==> src/rtl/timer_led_decoder.sv <==
// Receive-side monitor for the timer LED toggle lines: rebuilds HH:MM:SS,
// measures the second interval and flags rate, sequencing and stall faults.

module timer_led_sync (
    input  logic clk_50m,
    input  logic reset_n,
    input  logic clear,
    input  logic line,
    output logic edge_det
);
    // sync[0..2] = stage 1..3; lines idle high so the chain resets to 1
    logic [2:0] sync;

    always_ff @(posedge clk_50m or negedge reset_n) begin
        if (!reset_n)   sync <= '1;
        else if (clear) sync <= '1;
        else            sync <= {sync[1:0], line};
    end

    assign edge_det = sync[1] ^ sync[2];
endmodule

module timer_led_window #(
    parameter int SYNC_WINDOW = 4
) (
    input  logic clk_50m,
    input  logic reset_n,
    input  logic clear,
    input  logic arm,
    input  logic hit,
    output logic err
);
    localparam int WW = $clog2(SYNC_WINDOW + 1);

    logic          pend;
    logic [WW-1:0] win;

    // arm: wrapping sec edge; hit: the checked line's edge
    always_comb begin
        err = 1'b0;
        if (arm)      err = pend && !hit;
        else if (hit) err = !pend;
        else          err = pend && (win == WW'(1));
    end

    always_ff @(posedge clk_50m or negedge reset_n) begin
        if (!reset_n) begin
            pend <= 1'b0;
            win  <= '0;
        end else if (clear) begin
            pend <= 1'b0;
            win  <= '0;
        end else if (arm) begin
            pend <= !hit;
            win  <= WW'(SYNC_WINDOW);
        end else if (hit) begin
            pend <= 1'b0;
        end else if (pend) begin
            if (win == WW'(1)) pend <= 1'b0;
            else               win  <= win - WW'(1);
        end
    end
endmodule

module timer_led_decoder #(
    parameter int CLKS_PER_SEC = 50_000_000,
    parameter int TOL          = 1000,
    parameter int SYNC_WINDOW  = 4,
    parameter int PW           = $clog2(2*CLKS_PER_SEC+1)
) (
    input  logic          clk_50m,
    input  logic          reset_n,
    input  logic          clear,
    input  logic          n_sec_led,
    input  logic          n_min_led,
    input  logic          n_hour_led,
    output logic          sec_tick,
    output logic [5:0]    sec_cnt,
    output logic [5:0]    min_cnt,
    output logic [4:0]    hour_cnt,
    output logic [PW-1:0] sec_period,
    output logic          rate_err,
    output logic          seq_err,
    output logic          stall
);
    localparam logic [PW-1:0] SAT = PW'(2*CLKS_PER_SEC);

    typedef enum logic {IDLE, TRACK} state_t;
    state_t state, state_nxt;

    logic [2:0]    lines, edges;
    logic          sec_edge, min_edge, hour_edge;
    logic          wrap_s, wrap_m, min_err, hour_err;
    logic          measure, stall_hit, rate_bad;
    logic [PW-1:0] interval, meas;

    assign lines = {n_hour_led, n_min_led, n_sec_led};

    for (genvar i = 0; i < 3; i++) begin : g_sync
        timer_led_sync u_sync (
            .clk_50m (clk_50m),
            .reset_n (reset_n),
            .clear   (clear),
            .line    (lines[i]),
            .edge_det(edges[i])
        );
    end

    assign {hour_edge, min_edge, sec_edge} = edges;
    assign wrap_s = sec_edge && (sec_cnt == 6'd59);
    assign wrap_m = wrap_s && (min_cnt == 6'd59);

    timer_led_window #(.SYNC_WINDOW(SYNC_WINDOW)) u_min_win (
        .clk_50m(clk_50m), .reset_n(reset_n), .clear(clear),
        .arm(wrap_s), .hit(min_edge), .err(min_err)
    );

    timer_led_window #(.SYNC_WINDOW(SYNC_WINDOW)) u_hour_win (
        .clk_50m(clk_50m), .reset_n(reset_n), .clear(clear),
        .arm(wrap_m), .hit(hour_edge), .err(hour_err)
    );

    // interval holds clocks since the last edge minus one, hence the +1
    assign meas     = interval + PW'(1);
    assign rate_bad = (int'(meas) > CLKS_PER_SEC + TOL) || (int'(meas) < CLKS_PER_SEC - TOL);

    always_comb begin
        state_nxt = state;
        measure   = 1'b0;
        stall_hit = 1'b0;
        case (state)
            IDLE:  if (sec_edge) state_nxt = TRACK;
            TRACK: begin
                if (sec_edge) begin
                    measure = 1'b1;
                end else if (interval == SAT - PW'(1)) begin
                    stall_hit = 1'b1;
                    state_nxt = IDLE;
                end
            end
            default: state_nxt = IDLE;
        endcase
    end

    always_ff @(posedge clk_50m or negedge reset_n) begin
        if (!reset_n)   state <= IDLE;
        else if (clear) state <= IDLE;
        else            state <= state_nxt;
    end

    always_ff @(posedge clk_50m or negedge reset_n) begin
        if (!reset_n) begin
            sec_tick   <= 1'b0;
            sec_cnt    <= '0;
            min_cnt    <= '0;
            hour_cnt   <= '0;
            sec_period <= '0;
            rate_err   <= 1'b0;
            seq_err    <= 1'b0;
            stall      <= 1'b0;
            interval   <= '0;
        end else if (clear) begin
            sec_tick   <= 1'b0;
            sec_cnt    <= '0;
            min_cnt    <= '0;
            hour_cnt   <= '0;
            sec_period <= '0;
            rate_err   <= 1'b0;
            seq_err    <= 1'b0;
            stall      <= 1'b0;
            interval   <= '0;
        end else begin
            sec_tick <= sec_edge;
            if (sec_edge)           interval <= '0;
            else if (interval != SAT) interval <= interval + PW'(1);
            if (sec_edge) sec_cnt <= wrap_s ? 6'd0 : sec_cnt + 6'd1;
            if (wrap_s)   min_cnt <= wrap_m ? 6'd0 : min_cnt + 6'd1;
            if (wrap_m)   hour_cnt <= (hour_cnt == 5'd23) ? 5'd0 : hour_cnt + 5'd1;
            if (measure) begin
                sec_period <= meas;
                if (rate_bad) rate_err <= 1'b1;
            end
            if (stall_hit)           stall   <= 1'b1;
            if (min_err || hour_err) seq_err <= 1'b1;
        end
    end
endmodule

==> config.mk <==
export PLATFORM = sky130hd
export DESIGN_NAME = timer_led_decoder
export DESIGN_NICKNAME = d
export VERILOG_FILES = /design/src/rtl/timer_led_decoder.sv
export SDC_FILE = /design/constraint.sdc
export NUM_CORES = 1
export LEC_CHECK = 0
export ABC_AREA = 1
export CORE_UTILIZATION = 45
export CTS_BUF_LIST = sky130_fd_sc_hd__clkbuf_8
export DETAILED_ROUTE_END_ITERATION = 7
export HOLD_SLACK_MARGIN = 0.1
export PLACE_DENSITY = 0.74
export SLEW_MARGIN = 20
export SYNTH_ARGS = -nofsm -noshare
export SYNTH_HDL_FRONTEND = slang
export SYNTH_SLANG_ARGS = --single-unit
export TNS_END_PERCENT = 1
==> constraint.sdc <==
create_clock -name clk_50m -period 4.7 [get_ports clk_50m]
set_clock_uncertainty 0.15 [all_clocks]
set_input_delay 0.94 -clock clk_50m [delete_from_list [all_inputs] [get_ports clk_50m]]
set_output_delay 0.94 -clock clk_50m [all_outputs]
set_load 0.05 [all_outputs]
After elaboration in Yosys (flattened, before gate mapping)
Index checks and enable logic that the tools add are counted.

Bits in latches: 0. Register bits: 93. ROM bits: 0. RAM bits: 0. Memories kept: 0. Output and inout port bits: 48.

Bitwise operators: 4. Multipliers: 0. Div/mod/pow operators: 0. Shift-type cells: 0. Equality and inequality tests: 11. Reductions and logical operators: 25. Muxes and demuxes: 58. $lt $le $gt $ge: 2. Add/subtract/negate cells: 6.

Operator list (count): 27-bit two-way mux (5); 3-bit two-way mux (13); 6-bit two-way mux (6); 1-bit two-way mux (30); 27-bit by 1-bit adder with 27-bit output, second input constant (1); 27-bit equality test, second input constant (1); 27-bit by 26-bit greater-than comparator with 1-bit output, second input constant (1); 27-bit by 26-bit < comparator with 1-bit output, second input constant (1); 27-bit != test, second input constant (1); 5-bit two-way mux (3); 2-bit nonzero test (7); 6-bit by 1-bit adder with 6-bit output, second input constant (2); 6-bit equality test, second input constant (2); 3-bit != test, second input constant (4); 3-bit nonzero test (3); 3-bit by 1-bit equality test with 1-bit output, second input constant (2); 1-bit logical AND (6); 3-bit AND reduction (2); 3-bit by 1-bit subtractor with 3-bit output, second input constant (2); 5-bit by 1-bit adder with 5-bit output, second input constant (1); 5-bit equality test, second input constant (1); 1-bit logical NOT (4); 1-bit XOR (3); 1-bit logical OR (2); other kinds (3) (3).

Depth between registers and ports, before layout
Gate-level depths: netlist (run 1).

Depth in word-level cells: 7. Mapped depth: 17. Depth with buffers taken out: 17.

Modules after synthesis
A second synthesis (run 1) with hierarchy kept.

Cell total of the unflattened synthesis: 652. Area total of the unflattened synthesis: 5021.1 µm².

Modules (own cells, without submodules): timer_led_decoder (area an instance 4134.0 µm², times used 1, cells an instance 549, sequential area each 1901.8 µm²); timer_led_window (area an instance 269.0 µm², times used 2, cells an instance 35, sequential area each 100.1 µm²); timer_led_sync (area an instance 116.4 µm², times used 3, cells an instance 11, sequential area each 78.8 µm²).

Worst setup path before layout (run 1)
Ideal clock, no wire load.

Path kind: register -> register. Start: reg sec_cnt[0]. End: reg u_hour_win.win[1]. Required time: 4420 ps. Clock period less this slack: 2245 ps. Buffers on the path: 0. Setup time: 130 ps. Setup slack: 2455 ps. Cell stages (with the launch flop): 11. Data arrival time: 1964 ps. Cells stage by stage: dfrtp_1 > ha_1 > inv_1 > nor3_1 > nand4_2 > inv_1 > nand2_1 > nand2_2 > inv_1 > nand3_1 > o41ai_1.

Cells in the longest elaborated chain, start to end: 5.

RTL lines: start: declaration (RTL line 78) `output logic [5:0] sec_cnt,`; start signal: assignment (RTL line 176) `if (sec_edge) sec_cnt <= wrap_s ? 6'd0 : sec_cnt + 6'd1;`; 6-bit equality test * (RTL line 110) `assign wrap_s = sec_edge && (sec_cnt == 6'd59);`; 1-bit logical AND * (RTL line 110); 1-bit logical AND * (RTL line 111) `assign wrap_m = wrap_s && (min_cnt == 6'd59);`; 3-bit != test (no line), or another cell as far along; 3-bit AND reduction (no line) / 3-bit two-way mux (equally long branches); end signal: assignment (RTL line 55) `win <= WW'(SYNC_WINDOW);`; end signal: assignment (RTL line 60) `else win <= win - WW'(1);`; end: declaration (RTL line 36) `logic [WW-1:0] win;`.

Every way passes the cells marked *; elsewhere a longest branch is shown, timed or not. A chain may end at the register's enable or synchronous reset.

Worst setup path after layout (run 1)
Start: in clear. End: reg sec_period[1].

Cells in the longest elaborated chain, start to end: 1.

RTL lines: start: declaration (RTL line 73) `input logic clear,`; 27-bit two-way mux / 2-bit nonzero test (equally long branches); end signal: assignment (RTL line 180) `sec_period <= meas;`; end: declaration (RTL line 81) `output logic [PW-1:0] sec_period,`.

Parallel ways exist; a longest one is shown, timed or not.

==> run metrics, run 1 <==
cell at the slowest stage of the critical path=clkdlybuf4s50_1; insertion delay to the later sink of the worst-skew pair=approximately 380 ps; syn nets=629; register area=0.00234 sq mm; Multi-input gate area=between 0.002 and 0.0025 sq mm; Yosys reg bits=93; Sink Count=93; global route overflow=0; CP endpoint kind=flip-flop; # rows=37; DR WL/cell=between 15 and 20 um; Routed Antenna Nets=0; HP Class=flip-flop to flip-flop; Max Root-Sink Buffers=2; leak pwr=about 2.6 nW; Residual DRC=0; Hold WS=319 ps; top cells by area, synth=dfrtp_1, nand2_1, nand3_1; first-pass GRT wire length=slightly above 20000 um; Num CTS Buffers=9; vias per cell=between 5 and 6; final slew viol count=0; largest net degree at the start of global routing=59; clk slew on worst S/H paths=about 90 ps; Post-synth top flop=dfrtp_1; worst path required time=4760 ps; Final TNS setup=0 ps; layout net count=about 680; Commonest cells post-synth=nand2_1, dfrtp_1, inv_1; overall routing resource usage=22.9%; CP Buf/Inv Count=3; Synth async-reset ratio=100%; H-tree levels=3; met2 GRT Util=between 30 and 40%; Final Routed Wirelength=12100 um; minimum clock period=roughly 3000 ps; die area=between 0.01 and 0.015 sq mm; first drt pass iteration count=5; Power Density=249 mW/mm^2; dpl ws=around 1300 ps; met1 Resource Use GR=between 30% and 40%; DP HPWL=~9000 um; Mapped Area=just under 0.005 sq mm; initial antenna violation count=0; IO Port Bufs=53; Setup CP Type=input pin to flip-flop; setup ws final=1740 ps; count leader, synth=nand2_1; # Post-CTS Setup Buffers=0; # hold bufs at CTS=0; CP peak stage delay=approximately 890 ps; area grow syn2layout=17.2%; Max FO, Critical Path=26; Filler cells=between 900 and 1000; final core occ=55.2%; Die Wd=about 110 um; quantity of gates resized following cts=0; RSZ-0062 raised after global routing=no; maximum vdd drop=0.113 mV; Hold Vio Cnt, Final=0; die height=~110 um; number of synthesized flops with an enable pin=0; Max Cap Viol=0; Placer Congestion=between 0.9 and 1; share of cells above drive strength 1=approximately an eighth; met3 GRT Util=roughly 4.3%; leading area contributor after synthesis=dfrtp_1; Critical Path Source Type=input pin; Yosys top cell area share=42.4%; final setup violating endpoints=0; CTS tree=done; initial core utilization=47.1%; max_slew headroom=between 30% and 40%; post-synth cell types=44; vias in the first global route=about 4300; sequential fraction of the synthesis area=a little under half; part of the cycle the worst path needs=62.9%; critical path data arrival time=3020 ps; Initial DRC Count=approximately 320; Slew @ Worst Pin=between 900 and 1000 ps; vias=between 4000 and 5000; Post-Syn Instances=around 610; root buffer cell=clkbuf_8; critical path cell sequence=clkdlybuf4s50_1 -> buf_4 -> nor2_1 -> inv_1 -> o21ai_0; yosys warns=0; Avg Inst Size Synth=about 8.1 sq um; Core ar.=0.0105 sq mm; n_diodes=0; status=finished clean; Max Clock Freq=338 MHz; global route hottest layer=met2; I/O pin count=54; CP top delay family=buffers and inverters
per-layer routing:
layer / routed length (um) / part of all wire, % / up-vias
met5: 0 / 0 / -
met4: 277 / 2.3 / 0
met3: 488 / 4.0 / 26
met2: 5640 / 47 / 102
met1: 5710 / 47 / 2086
li1: - / - / 2107
kinds of logic after synthesis:
family,count (synthesis),share of synthesized area (%)
and+or+nand+nor,325,31.9
buffers and inverters,99,7.58
DFF,93,47.2
AOI/OAI and AO/OA,74,8.59
xor gates and xnor gates,14,2.48
adders and majority gates,9,2.27
flip-flops by register name, indices dropped and copies added, names as in the netlist:
register / count
state: 1
u_hour_win.pend: 1
u_hour_win.win: 3
u_min_win.win: 3
rate_err: 1
sec_cnt: 6
hour_cnt: 5
seq_err: 1
sec_period: 27
sec_tick: 1
min_cnt: 6
u_min_win.pend: 1
g_sync.u_sync.sync: 9
stall: 1
interval: 27
final timing paths:
path / endpoint / depth (start not counted) / slack, ps / from
setup / recovery: sec_period[1] / 5 / 1740 / clear
hold / removal: g_sync[0].u_sync.sync[2] / 2 / 320 / g_sync[0].u_sync.sync[1]
setup reg to reg: sec_period[1] / 7 / 1770 / g_sync[0].u_sync.sync[1]
hold reg to reg: g_sync[0].u_sync.sync[2] / 2 / 320 / g_sync[0].u_sync.sync[1]
max in group asynchronous: g_sync[0].u_sync.sync[1] / 2 / 2970 / reset_n
min in group asynchronous: u_min_win.win[2] / 1 / 460 / reset_n
placed cells by master (no fill, tap or decap), drive strengths merged, types with 2 or more instances in the layout:
cell type and n:
a41oi 2, nand4 15, xor2 11, xnor2 3, nor3 24, o41ai 2
o22ai 2, o21ai 41, a21oi 16, nor4 5, or2 9, inv 85
clkinv 5, o21bai 3, buf 4, ha 9, a31oi 2, clkdlybuf4s50 52
o211ai 2, nand2 127, dfstp 9, nor2 77, nand3 65, dfrtp 84
clkbuf 9
worst min-delay path, delay by kind of cell (launching register included):
| kind | cells | cell delay, ps |
|---|---|---|
| buf+inv | 1 | 50 |
| flops | 1 | 380 |
| simple gates | 1 | 50 |
area by class of cell:
cell class / count / share of cell area (%)
Multi-Input combinational cell: 422 / 38.6
Inverter: 84 / 5.43
Timing Repair Buffer: 56 / 9.48
Clock buffer: 9 / 2.13
Tap cell: 136 / 2.93
Clock inverter: 7 / 1.14
Sequential cell: 93 / 40.3
stage by stage:
step	std cells	cell area (sq um)	power, mW
floorplan	614	4950	0.881
global placement	791	5610	0.919
detailed placement	791	5610	0.921
CTS	807	5800	1.45
global route	807	5800	1.49
finish	807	5800	1.44
power by group:
part / internal, mW / switching [mW] / leakage, nW
Clock: 0.244 / 0.295 / 0.105
Combinational: 0.0222 / 0.0643 / 1.22
Sequential: 0.811 / 0.00703 / 1.26
Total: 1.08 / 0.366 / 2.59
Power figures use the tool's default switching activity.
==> run 2: changes to the inputs <==
==> constraint.sdc (replaced) <==
create_clock -name clk_50m -period 2.8 [get_ports clk_50m]
set_clock_uncertainty 0.15 [all_clocks]
set_input_delay 0.56 -clock clk_50m [delete_from_list [all_inputs] [get_ports clk_50m]]
set_output_delay 0.56 -clock clk_50m [all_outputs]
set_load 0.05 [all_outputs]
==> run 2 against run 1 <==
  * Sequential power rose by 67%
  * Via count rose by 3.0%
  * First-iteration DRC count fell by 2.2%
  * Count of clock-buffer cells in the layout did not move
  * Sequential cell count did not move
  * Hold slack got worse by 2.7 ps
==> run metrics, run 2 (same netlist as run 1, synthesis figures left out) <==
IO Port Bufs=53; largest net degree at the start of global routing=47; Hold Vio Cnt, Final=0; Residual DRC=0; worst path required time=2090 ps; final core occ=56.0%; Slew @ Worst Pin=approximately 650 ps; CP top delay family=buffers and inverters; # Post-CTS Setup Buffers=0; R2R Setup Slk=approximately 410 ps; setup ws final=between 300 and 400 ps; vias in the first global route=between 4000 and 5000; fin area=0.00589 sq mm; part of the cycle the worst path needs=85.9%; clk slew on worst S/H paths=roughly 90 ps; Power Density=about 420 mW/mm^2; cell at the slowest stage of the critical path=clkdlybuf4s50_1; Reg2Reg Launch Point=sec_cnt[0]; worst min-delay path startpoint=g_sync[0].u_sync.sync[1]; FF-to-FF End=seq_err; Critical Path Source Type=flip-flop; # rows=37; Sink Count=93; Hold Path Depth=2; Pwr Total=approximately 2.5 mW; final setup violating endpoints=0; H-tree levels=3; max_slew headroom=approximately 56%; die area=0.0114 sq mm; CP endpoint kind=output port; die height=approximately 110 um; Num CTS Buffers=9; DR WL/cell=between 15 and 20 um; Cells after DPL=around 800; HP Class=flip-flop to flip-flop; Max Root-Sink Buffers=2; non-filler cells in the finished layout=around 810; first-pass GRT wire length=~21000 um; critical path data arrival time=1690 ps; Setup CP Type=flip-flop to output port; root buffer cell=clkbuf_8; CTS tree=done; dpl ws=between 200 and 300 ps; biggest regs=interval x27, sec_period x27, g_sync.u_sync.sync x9; minimum clock period=about 2400 ps; RSZ-0062 raised after global routing=no; Final TNS setup=0 ps; I/O pin count=54; insertion delay to the later sink of the worst-skew pair=~360 ps; Die Wd=about 110 um; Routed Antenna Nets=0; quantity of gates resized following cts=0; CP Buf/Inv Count=1; leak pwr=about 2.6 nW; vias per cell=approximately 5.5; share of cells above drive strength 1=~13%; Max FO, Critical Path=7; area grow syn2layout=18.9%; CP peak stage delay=850 ps; overall routing resource usage=roughly a quarter; Hold WS=~320 ps; global route overflow=0; maximum vdd drop=between 0.2 and 0.3 mV; WHS Endpoint=g_sync[0].u_sync.sync[2]; first drt pass iteration count=7; Max Cap Viol=0; Initial DRC Count=between 300 and 400; Max Clock Freq=416 MHz; DP HPWL=~9400 um; commonest non-fill, non-tap cells in the layout=nand2_1, dfrtp_1, inv_1; critical path cell sequence=clkdlybuf4s50_1; Area after DPL=0.00567 sq mm; layout net count=688; Final Routed Wirelength=roughly 13000 um; n_diodes=0; initial antenna violation count=0; initial core utilization=between 40 and 50%; R2R cell count=9; final slew viol count=0; vias=between 4000 and 5000; status=finished clean; commonest non-fill, non-tap cell in the layout=nand2_1; Placer Congestion=0.968; Core ar.=roughly 0.011 sq mm
-- run 2: changes by cell type in the layout (fill, tap and decap cells not counted) --
| cell | change |
|---|---|
| clkinv_4 | -1 |
| inv_1 | +2 |
| clkinv_2 | -2 |
| inv_6 | -1 |
| clkinvlp_4 | +1 |
| buf_4 | +5 |
| bufinv_16 | +1 |
| buf_12 | +1 |
| dlygate4sd3_1 | +1 |
-- run 2: worst max-delay path by stage --
stage          startpoint                 to  slack (ps)  depth (start not counted)
6_report       sec_cnt[3]         sec_cnt[3]         400                          1
5_1_grt        sec_cnt[0]         min_cnt[5]         220                          9
4_1_cts        sec_cnt[3]         sec_cnt[3]         390                          1
3_5_place_dp        clear        hour_cnt[3]         290                          6
3_3_place_gp        clear        hour_cnt[0]         390                          7
2_1_floorplan  sec_cnt[0]  u_hour_win.win[1]         560                         10
-- run 2: repair_timing --
| action | 4_1_cts | 5_1_grt |
|---|---|---|
| hold buffers | 1 | 0 |
| setup endpoints to repair | 0 | 0 |
| hold endpoints to repair | 13 | 0 |
-- run 2: layout make-up --
| type | instances | area (sq um) |
|---|---|---|
| well taps | 136 | 170 |
| clock inverters | 7 | 83.8 |
| flip-flops and latches | 93 | 2340 |
| multi-input cells | 422 | 2240 |
| clock buffers | 9 | 124 |
| inverters | 84 | 315 |
| repair buffers | 63 | 618 |
| fillers | 962 | 4620 |
-- run 2: power breakdown --
part,switching [mW],internal (mW),total (mW)
Clock,0.455,0.492,0.947
Sequential,0.0129,1.36,1.37
Combinational,0.113,0.0439,0.157
-- run 2: layer usage --
| layer | wire, um | track usage, % | vias up | share of wire [%] |
|---|---|---|---|---|
| li1 | - | - | 2118 | - |
| met1 | 5490 | 30.5 | 2160 | 44 |
| met2 | 6050 | 38.2 | 142 | 48 |
| met3 | 682 | 5.11 | 31 | 5.4 |
| met4 | 365 | 9.59 | 0 | 2.9 |
| met5 | 0 | 0 | - | 0 |
==> run 3: changes to the inputs <==
--- a/config.mk
+++ b/config.mk
@@ -6,6 +6,7 @@
 export NUM_CORES = 1
 export LEC_CHECK = 0
 export ABC_AREA = 1
+export CORE_MARGIN = 4
 export CORE_UTILIZATION = 45
 export CTS_BUF_LIST = sky130_fd_sc_hd__clkbuf_8
 export DETAILED_ROUTE_END_ITERATION = 7
==> run 3 against run 2 <==
  * Utilization down 1.0 points
  * Die area increased by 12%
  * Critical path depth unchanged
  * Fmax down 1.1%
  * Register-to-register slack improved by 20 ps
  * Non-clock buffer count did not move
  * Critical endpoint unchanged
==> run metrics, run 3 (same netlist as run 1, synthesis figures left out) <==
register area=about 0.0023 sq mm; minimum clock period=2430 ps; CP Buf/Inv Count=1; HP Class=flip-flop to flip-flop; vias in the first global route=4282; Max Clock Freq=roughly 400 MHz; Sink Count=93; vias=4442; initial core utilization=45.9%; Reg2Reg Launch Point=g_sync[0].u_sync.sync[1]; sequential share of power=51.8%; Final TNS setup=0 ps; Max Root-Sink Buffers=2; final slew viol count=0; R2R cell count=10; Setup CP Type=flip-flop to output port; worst path required time=around 2100 ps; CP top delay family=buffers and inverters; part of the cycle the worst path needs=86.8%; Multi-input gate area=around 0.0022 sq mm; Critical Path Source Type=flip-flop; layout net count=688; Routed Antenna Nets=0; # rows=38; critical path depth in cells=1; first-pass GRT wire length=21400 um; initial antenna violation count=0; max_slew headroom=56.0%; Hold WS=about 300 ps; n_diodes=0; I/O pin count=54; non-filler cells in the finished layout=~820; DP HPWL=about 9700 um; critical path data arrival time=about 1700 ps; Slew @ Worst Pin=659 ps; first drt pass iteration count=5; global route overflow=0; Filler cells=986; leak pwr=2.64 nW; final core occ=between 50 and 60%; # hold bufs at CTS=1; largest net degree at the start of global routing=44; Sw Share=between 20% and 30%; status=finished clean; Internal Power=a little over 2 mW; Hold Vio Cnt, Final=0; clk slew on worst S/H paths=~100 ps; area grow syn2layout=19.9%; critical path endpoint=sec_cnt[3]; IO Port Bufs=53; Pwr Total=around 2.7 mW; Comb pwr share=5.8%; CP Launch Point=sec_cnt[3]; maximum vdd drop=roughly 0.29 mV; DR WL/cell=roughly 16 um; H-tree levels=3; CP endpoint kind=output port; Net Sw Power=roughly 0.63 mW; commonest non-fill, non-tap cells in the layout=nand2_1, dfrtp_1, inv_1; insertion delay to the later sink of the worst-skew pair=between 300 and 400 ps; root buffer cell=clkbuf_8; cell at the slowest stage of the critical path=clkdlybuf4s50_1; R2R Setup Slk=around 430 ps; vias per cell=~5.4; quantity of gates resized following cts=0; final setup violating endpoints=0; critical path cell sequence=clkdlybuf4s50_1; CP peak stage delay=slightly below 900 ps; clock share of power=approximately 42%; Max Cap Viol=0; overall routing resource usage=between 20% and 30%; CTS tree=done; Final Routed Wirelength=roughly 13000 um; Max FO, Critical Path=7; share of cells above drive strength 1=between 10 and 15%; # Post-CTS Setup Buffers=0; die height=113 um; die area=0.0127 sq mm; commonest non-fill, non-tap cell in the layout=nand2_1; Cells after DPL=about 800; FF-to-FF End=interval[1]; biggest regs=interval x27, sec_period x27, g_sync.u_sync.sync x9; Initial DRC Count=388; Placer Congestion=just over 0.9; Num CTS Buffers=9; RSZ-0062 raised after global routing=no; Die Wd=about 110 um; Power Density=about 450 mW/mm^2; Core ar.=approximately 0.011 sq mm; Residual DRC=0
run 3: cell count changes in the layout (fill, tap and decap cells not counted):
cell       change
clkbuf_8       +1
bufinv_16      +1
clkinv_2       -1
inv_6          +2
inv_1          -3
run 3: layer usage:
metal / track usage, % / vias up / part of all wire (%)
met1: 28.2 / 2129 / 43
met4: 7.37 / 0 / 2.5
met2: 33.8 / 166 / 49
met3: 3.16 / 32 / 5.9
li1: - / 2115 / -
met5: 0 / - / 0
run 3: worst min path at each step:
stage,start,to,slack [ps],depth (start not counted)
after floorplan,reset_n,hour_cnt[0],110,0
after global placement,g_sync[0].u_sync.sync[1],g_sync[0].u_sync.sync[2],300,2
after detailed placement,g_sync[0].u_sync.sync[1],g_sync[0].u_sync.sync[2],310,2
after CTS,g_sync[0].u_sync.sync[1],g_sync[0].u_sync.sync[2],320,2
after global routing,g_sync[0].u_sync.sync[1],g_sync[0].u_sync.sync[2],330,2
final,g_sync[0].u_sync.sync[1],g_sync[0].u_sync.sync[2],310,2
run 3: power groups by stage:
| stage | sequential, mW | combinational (mW) | clock, mW |
|---|---|---|---|
| global route | 1.38 | 0.172 | 1.19 |
| global placement | 1.40 | 0.151 | 0 |
| finish | 1.37 | 0.154 | 1.13 |
| CTS | 1.37 | 0.157 | 1.13 |
| floorplan | 1.42 | 0.0623 | 0 |
| detailed placement | 1.40 | 0.156 | 0 |
run 3: layout make-up:
type,instances,area share [%]
flip-flops and latches,93,39.4
well taps,140,2.95
clock inverters,6,1.94
clock buffers,10,2.32
inverters,84,5.31
repair buffers,63,10.4
multi-input cells,422,37.7
run 3: metrics by stage:
| stage | instance area [sq um] | setup WS, ps |
|---|---|---|
| floorplan | 4950 | 555 |
| global placement | 5680 | 320 |
| detailed placement | 5680 | 212 |
| CTS | 5940 | 370 |
| global route | 5940 | 183 |
| finish | 5940 | 369 |
